$ cat src/rtl/keypad_scanner.sv
`default_nettype none
`timescale 1ns/1ps
// ============================================================================
// Module   : keypad_scanner
// Purpose  : Scans a 4x4 active-low key matrix plus an alternate-keyboard
//            button, debounces both over whole sweeps, and emits one
//            registered 6-bit key code per accepted press.
// Ports    : clock_i      - system clock
//            reset_i      - synchronous active-high reset
//            alt_key_i    - alternate-keyboard button (async, active-high)
//            rows_i[3:0]  - row sense, active-low
//            columns_o    - column drive, one-hot-low
//            alt_led_o    - alt mode armed
//            value_o[5:0] - {valid, ~alt, col[1:0], row[1:0]}, 1-cycle pulse
// Revision : 1.0 - initial release
// ============================================================================
module keypad_scanner #(
  parameter int SCAN_DIV        = 5000,
  parameter int DEBOUNCE_SWEEPS = 25
) (
  input  logic       clock_i,
  input  logic       reset_i,
  input  logic       alt_key_i,
  input  logic [3:0] rows_i,
  output logic [3:0] columns_o,
  output logic       alt_led_o,
  output logic [5:0] value_o
);

  localparam int DIV_W = (SCAN_DIV > 1) ? $clog2(SCAN_DIV) : 1;
  localparam int DEB_W = $clog2(DEBOUNCE_SWEEPS + 1);
  localparam logic [DIV_W-1:0] C_DIV_LAST = DIV_W'(SCAN_DIV - 1);
  localparam logic [DEB_W-1:0] C_DEB_MAX  = DEB_W'(DEBOUNCE_SWEEPS);
  localparam logic [DEB_W-1:0] C_DEB_ONE  = DEB_W'(1);
  localparam bit               C_ONE_SWEEP = (DEBOUNCE_SWEEPS == 1);

  typedef enum logic [1:0] {
    S_RELEASED     = 2'd0,
    S_PRESS_WAIT   = 2'd1,
    S_HELD         = 2'd2,
    S_RELEASE_WAIT = 2'd3
  } state_t;

  state_t           state_q;
  logic [3:0]       rows_s1_q, rows_s2_q;
  logic             alt_s1_q, alt_s2_q;
  logic [DIV_W-1:0] div_q;
  logic [1:0]       col_q;
  logic [1:0]       acc_n_q;          // hits so far this sweep: 0, 1, 2 = many
  logic [1:0]       acc_c_q, acc_r_q;
  logic [1:0]       cand_c_q, cand_r_q;
  logic [DEB_W-1:0] stable_q;
  logic             alt_db_q;
  logic [DEB_W-1:0] alt_cnt_q;
  logic             alt_mode_q;
  logic [5:0]       value_q;

  logic             slot_end_d, sweep_end_d;
  logic [3:0]       col_hits_d;
  logic [2:0]       col_pop_d, sum_d;
  logic [1:0]       col_row_d, col_n_d, total_n_d;
  logic [1:0]       key_c_d, key_r_d;
  logic             res_none_d, res_key_d, same_key_d;
  logic [DEB_W-1:0] stable_inc_d, alt_cnt_inc_d;
  logic             alt_differs_d, alt_accept_d, alt_toggle_d;
  logic [5:0]       code_d;

  always_comb begin
    slot_end_d  = (div_q == C_DIV_LAST);
    sweep_end_d = slot_end_d && (col_q == 2'd3);

    // Hits in the column being sampled now; the row index is only
    // meaningful when exactly one row is low.
    col_hits_d = ~rows_s2_q;
    col_pop_d  = 3'd0;
    col_row_d  = 2'd0;
    for (int i = 0; i < 4; i++) begin
      if (col_hits_d[i]) begin
        col_pop_d = col_pop_d + 3'd1;
        col_row_d = 2'(i);
      end
    end
    col_n_d   = (col_pop_d >= 3'd2) ? 2'd2 : col_pop_d[1:0];
    sum_d     = {1'b0, acc_n_q} + {1'b0, col_n_d};
    total_n_d = (sum_d >= 3'd2) ? 2'd2 : sum_d[1:0];

    if (col_n_d == 2'd1) begin
      key_c_d = col_q;
      key_r_d = col_row_d;
    end else begin
      key_c_d = acc_c_q;
      key_r_d = acc_r_q;
    end

    res_none_d = (total_n_d == 2'd0);
    res_key_d  = (total_n_d == 2'd1);
    same_key_d = res_key_d && (key_c_d == cand_c_q) && (key_r_d == cand_r_q);

    stable_inc_d  = (stable_q  == C_DEB_MAX) ? stable_q  : stable_q  + C_DEB_ONE;
    alt_cnt_inc_d = (alt_cnt_q == C_DEB_MAX) ? alt_cnt_q : alt_cnt_q + C_DEB_ONE;

    alt_differs_d = (alt_s2_q != alt_db_q);
    alt_accept_d  = alt_differs_d && (alt_cnt_inc_d == C_DEB_MAX);
    alt_toggle_d  = sweep_end_d && alt_accept_d && alt_s2_q;

    // Code uses alt mode as it stands before any toggle at this sweep end.
    code_d = {1'b1, ~alt_mode_q, key_c_d, key_r_d};
  end

  always_ff @(posedge clock_i) begin
    if (reset_i) begin
      state_q    <= S_RELEASED;
      rows_s1_q  <= 4'd0;
      rows_s2_q  <= 4'd0;
      alt_s1_q   <= 1'b0;
      alt_s2_q   <= 1'b0;
      div_q      <= '0;
      col_q      <= 2'd0;
      acc_n_q    <= 2'd0;
      acc_c_q    <= 2'd0;
      acc_r_q    <= 2'd0;
      cand_c_q   <= 2'd0;
      cand_r_q   <= 2'd0;
      stable_q   <= '0;
      alt_db_q   <= 1'b0;
      alt_cnt_q  <= '0;
      alt_mode_q <= 1'b0;
      value_q    <= 6'd0;
    end else begin
      rows_s1_q <= rows_i;
      rows_s2_q <= rows_s1_q;
      alt_s1_q  <= alt_key_i;
      alt_s2_q  <= alt_s1_q;
      value_q   <= 6'd0;

      if (slot_end_d) begin
        div_q <= '0;
        col_q <= col_q + 2'd1;
        if (sweep_end_d) begin
          acc_n_q <= 2'd0;
        end else begin
          acc_n_q <= total_n_d;
          if (col_n_d == 2'd1) begin
            acc_c_q <= col_q;
            acc_r_q <= col_row_d;
          end
        end
      end else begin
        div_q <= div_q + DIV_W'(1);
      end

      // A toggle beats the one-shot clear that follows an alt-mode code.
      if (alt_toggle_d) begin
        alt_mode_q <= ~alt_mode_q;
      end else if (value_q[5] && !value_q[4]) begin
        alt_mode_q <= 1'b0;
      end

      if (sweep_end_d) begin
        if (!alt_differs_d) begin
          alt_cnt_q <= '0;
        end else if (alt_accept_d) begin
          alt_db_q  <= alt_s2_q;
          alt_cnt_q <= '0;
        end else begin
          alt_cnt_q <= alt_cnt_inc_d;
        end

        case (state_q)
          S_RELEASED: begin
            if (res_key_d) begin
              cand_c_q <= key_c_d;
              cand_r_q <= key_r_d;
              stable_q <= C_DEB_ONE;
              if (C_ONE_SWEEP) begin
                value_q <= code_d;
                state_q <= S_HELD;
              end else begin
                state_q <= S_PRESS_WAIT;
              end
            end
          end
          S_PRESS_WAIT: begin
            if (same_key_d) begin
              stable_q <= stable_inc_d;
              if (stable_inc_d == C_DEB_MAX) begin
                value_q <= code_d;
                state_q <= S_HELD;
              end
            end else if (res_key_d) begin
              cand_c_q <= key_c_d;
              cand_r_q <= key_r_d;
              stable_q <= C_DEB_ONE;
            end else begin
              state_q <= S_RELEASED;
            end
          end
          S_HELD: begin
            if (res_none_d) begin
              stable_q <= C_DEB_ONE;
              state_q  <= C_ONE_SWEEP ? S_RELEASED : S_RELEASE_WAIT;
            end
          end
          S_RELEASE_WAIT: begin
            if (res_none_d) begin
              stable_q <= stable_inc_d;
              if (stable_inc_d == C_DEB_MAX) begin
                state_q <= S_RELEASED;
              end
            end else begin
              state_q <= S_HELD;
            end
          end
          default: state_q <= S_RELEASED;
        endcase
      end
    end
  end

  assign columns_o = ~(4'b0001 << col_q);
  assign alt_led_o = alt_mode_q;
  assign value_o   = value_q;

endmodule
`default_nettype wire

$ cat config.mk
export PLATFORM = sky130hd
export DESIGN_NAME = keypad_scanner
export DESIGN_NICKNAME = d
export VERILOG_FILES = /design/src/rtl/keypad_scanner.sv
export SDC_FILE = /design/constraint.sdc
export NUM_CORES = 1
export LEC_CHECK = 0
export ABC_AREA = 1
export CAP_MARGIN = 20
export CORE_AREA = 3 3 71 107
export DETAILED_ROUTE_END_ITERATION = 12
export DIE_AREA = 0 0 74 110
export GPL_TIMING_DRIVEN = 0
export PLACE_DENSITY_LB_ADDON = 0.3
export SLEW_MARGIN = 30
export SYNTH_ARGS = -nofsm -noshare
export SYNTH_HDL_FRONTEND = slang
export SYNTH_SLANG_ARGS = --single-unit
$ cat constraint.sdc
create_clock -name clock_i -period 4.4 [get_ports clock_i]
set_clock_uncertainty 0.05 [all_clocks]
set_input_delay 1.32 -clock clock_i [delete_from_list [all_inputs] [get_ports clock_i]]
set_output_delay 1.32 -clock clock_i [all_outputs]
set_load 0.05 [all_outputs]
==> out/qor.yml <==
viasPerCell: 5.05
cts.repair.resized: 0
cp_num_buf_inv: 5
min_period_over_period: 0.822
syn-num-nets: 464
num_vias: 2755
syn_area_sq_um: 3020
cts_sinks: 55
die_area_sq_um: 8140
rr_startpoint: "rows_s2_q[1]"
startpoint: "rows_s2_q[1]"
chipWidth_microns: 74
power_mw: 0.983
io_buffers: 16
fin_tns_setup_ns: 0
yosys_warnings: 0
start_util: 0.443
hold_class: "reg -> reg"
relSlewSlack: 0.629
drive_gt1_frac: 0.0769
crit_type: "reg -> reg"
syn_inst: 444
critical-path-top-delay-family: "simple AND/OR/NAND/NOR gates"
path_cells: "inv_1 -> ha_1 -> inv_1 -> nand2_1 -> nand2_1 -> ha_1 -> inv_1 -> nor2_1 -> nand2_1 -> nand2_2 -> nor2_4 -> nand3_1 -> fa_1 -> nand2_1 -> inv_1 -> nand3_2 -> inv_1 -> nand3_1 -> nor2_2 -> nand3_1 -> a21oi_1"
cp-start-kind: "flip-flop"
gr-usage-all-layers: 0.175
yosysTopAreaCell: "dfxtp_1"
cts_tree: "yes"
pin_count: 18
wl_per_cell_microns: 11.3
finalHoldViolCount: 0
overflow: 0
synth-edff-count: 0
fill_cells: 685
outcome: "finished clean"
netlist_top_cells_count: "nand2_1, inv_1, dfxtp_1, nor2_1, nand3_1"
firstDrtPassIters: 4
rsz0062_at_grt: "false"
synth_compound_area_frac: 0.0979
tightest_slew_ns: 0.557
clockBufferDepth: 2
slowest_delay_ns: 0.52
cts_setup_buffers: 0
root_buffer: "clkbuf_8"
final_cell_count_no_fill: 546
drt_iter0_markers: 201
die_y_microns: 110
place_congestion: 0.848
muxShareOfSynthArea: 0
clock_latency_ns: 0.32
arrival_ns: 3.80
cap_violations: 0
synth_xor_area_frac: 0.0232
path_common_cell: "inv_1"
dp_hpwl_microns: 4800
synthSimpleGateAreaFrac: 0.354
required_ns: 4.58
grt_pass1_vias: 2714
htree_levels: 2
synth_area_per_cell_sq_um: 6.79
postRouteAntennaNets: 0
maxSlewViolCount: 0
ctsHoldBuffers: 0
antenna_found_initial: 0
yosysUniqueCellTypes: 32
fmax_ghz: 0.277
path_max_fanout: 7
yosys.area.top_type_share: 0.365
fin_crit_ns: 3.62
grt_max_degree: 17
seq_area_frac_synth: 0.365
crit_slowest_cell: "fa_1"
synthTopCellsByArea: "dfxtp_1, nand2_1, inv_1"
cts_buffers: 5
peakVddDrop_uv: 213
synth_top_family_by_area: "simple AND/OR/NAND/NOR gates"
cts.reportedPaths.clkPinSlew_ns: 0.10
grt_pass1_wl_microns: 11400
min_from: "rows_s1_q[3]"
synth_most_common_cell: "nand2_1"
pwr_density_cell_nw_per_um2: 289
synthAdderAreaFrac: 0.0564
ys_async_sr_fraction: 0
synth_ff_type: "dfxtp_1"
diodes: 0
cp-end-kind: "flip-flop"
p_leak_nw: 1.39
fin_nets: 487
core_area_sq_um: 6810
finalSetupViolCount: 0
placed_cells: 538
routed_wl_microns: 6190
num_rows: 37
drc_errors: 0
synthToLayoutAreaGrowth_pct: 12.9
synth-seq-cells: 55
worst_hold_slack_ns: 0.359
-- layer usage --
layer  global-route usage  part of all wire
met3               0.0272             0.023
met2                0.319              0.52
met1                0.201              0.43
met4               0.0635             0.021
met5                    0                 0
-- power breakdown --
group | total, mW | switching, mW | leakage (nW) | internal [mW]
Combinational | 0.0793 | 0.0519 | 0.883 | 0.0274
Sequential | 0.509 | 0.00501 | 0.446 | 0.504
Clock | 0.395 | 0.167 | 0.0654 | 0.228
-- through the flow --
stage	util	setup WS (ns)	cell area (sq um)
3_3_place_gp	0.481	0.799	3270
6_report	0.500	0.785	3410
2_1_floorplan	-	1.29	3020
4_1_cts	0.500	0.742	3410
5_1_grt	0.500	0.354	3410
3_5_place_dp	0.481	0.778	3270
-- final timing paths --
| kind | slack (ns) | cells past startpoint | to |
|---|---|---|---|
| setup / recovery | 0.78 | 21 | value_o[3] |
| hold / removal | 0.36 | 2 | rows_s2_q[3] |
| setup reg to reg | 0.78 | 21 | value_o[3] |
| hold reg to reg | 0.36 | 2 | rows_s2_q[3] |
-- flip-flops by register name (all words and copies together) (netlist names) --
name and cells:
alt_cnt_q 5, alt_s2_q 1, acc_c_q 2, rows_s1_q 4
stable_q 5, acc_r_q 2, cand_r_q 2, div_q 13
alt_led_o 1, state_q 2, alt_db_q 1, col_q 2
value_o 6, cand_c_q 2, rows_s2_q 4, acc_n_q 2
alt_s1_q 1
-- logic make-up (layout without fill, tap and decap cells) --
logic type / Yosys count / after routing
AOI/OAI and AO/OA: 53 / 53
xor gates and xnor gates: 8 / 8
adders and majority gates: 13 / 13
buffers and inverters: 83 / 107
DFF: 55 / 55
and+or+nand+nor: 232 / 232
-- layout make-up --
class,instances,area (sq um),area share
buffer,6,22.5,0.00661
clock buffer,6,72.6,0.0213
clock inverter,2,60.1,0.0176
inverter,77,289,0.0849
multi-input combinational,306,1600,0.471
sequential,55,1100,0.323
tap,78,97.6,0.0287
timing repair buffer,16,160,0.0470
-- layout by cell type, fill, tap and decap left out, types with 3 or more instances in the layout --
master	synthesis	final
nand2_1	91	91
inv_1	73	73
nor2_1	55	55
dfxtp_1	55	55
nand3_1	40	40
a21oi_1	33	33
clkdlybuf4s50_1	0	16
ha_1	12	12
nand2_2	9	9
o21ai_0	9	9
nor3_1	8	8
xor2_1	7	7
nand4_1	7	7
clkbuf_1	6	7
nor4_1	6	6
clkbuf_8	0	5
inv_2	4	4
a21oi_2	4	4
nand3_2	3	3
nor2_2	3	3
-- worst register-to-register path: stages (launching register included) --
cell and delay, ns:
dfxtp_1 0.34, inv_1 0.06, ha_1 0.34, inv_1 0.05, nand2_1 0.07, nand2_1 0.09, ha_1 0.20, inv_1 0.06
nor2_1 0.04, nand2_1 0.08, nand2_2 0.08, nor2_4 0.20, nand3_1 0.18, fa_1 0.52, nand2_1 0.07, inv_1 0.08
nand3_2 0.14, inv_1 0.15, nand3_1 0.11, nor2_2 0.13, nand3_1 0.26, a21oi_1 0.25
Note: power is estimated with default switching activity, not from simulation.
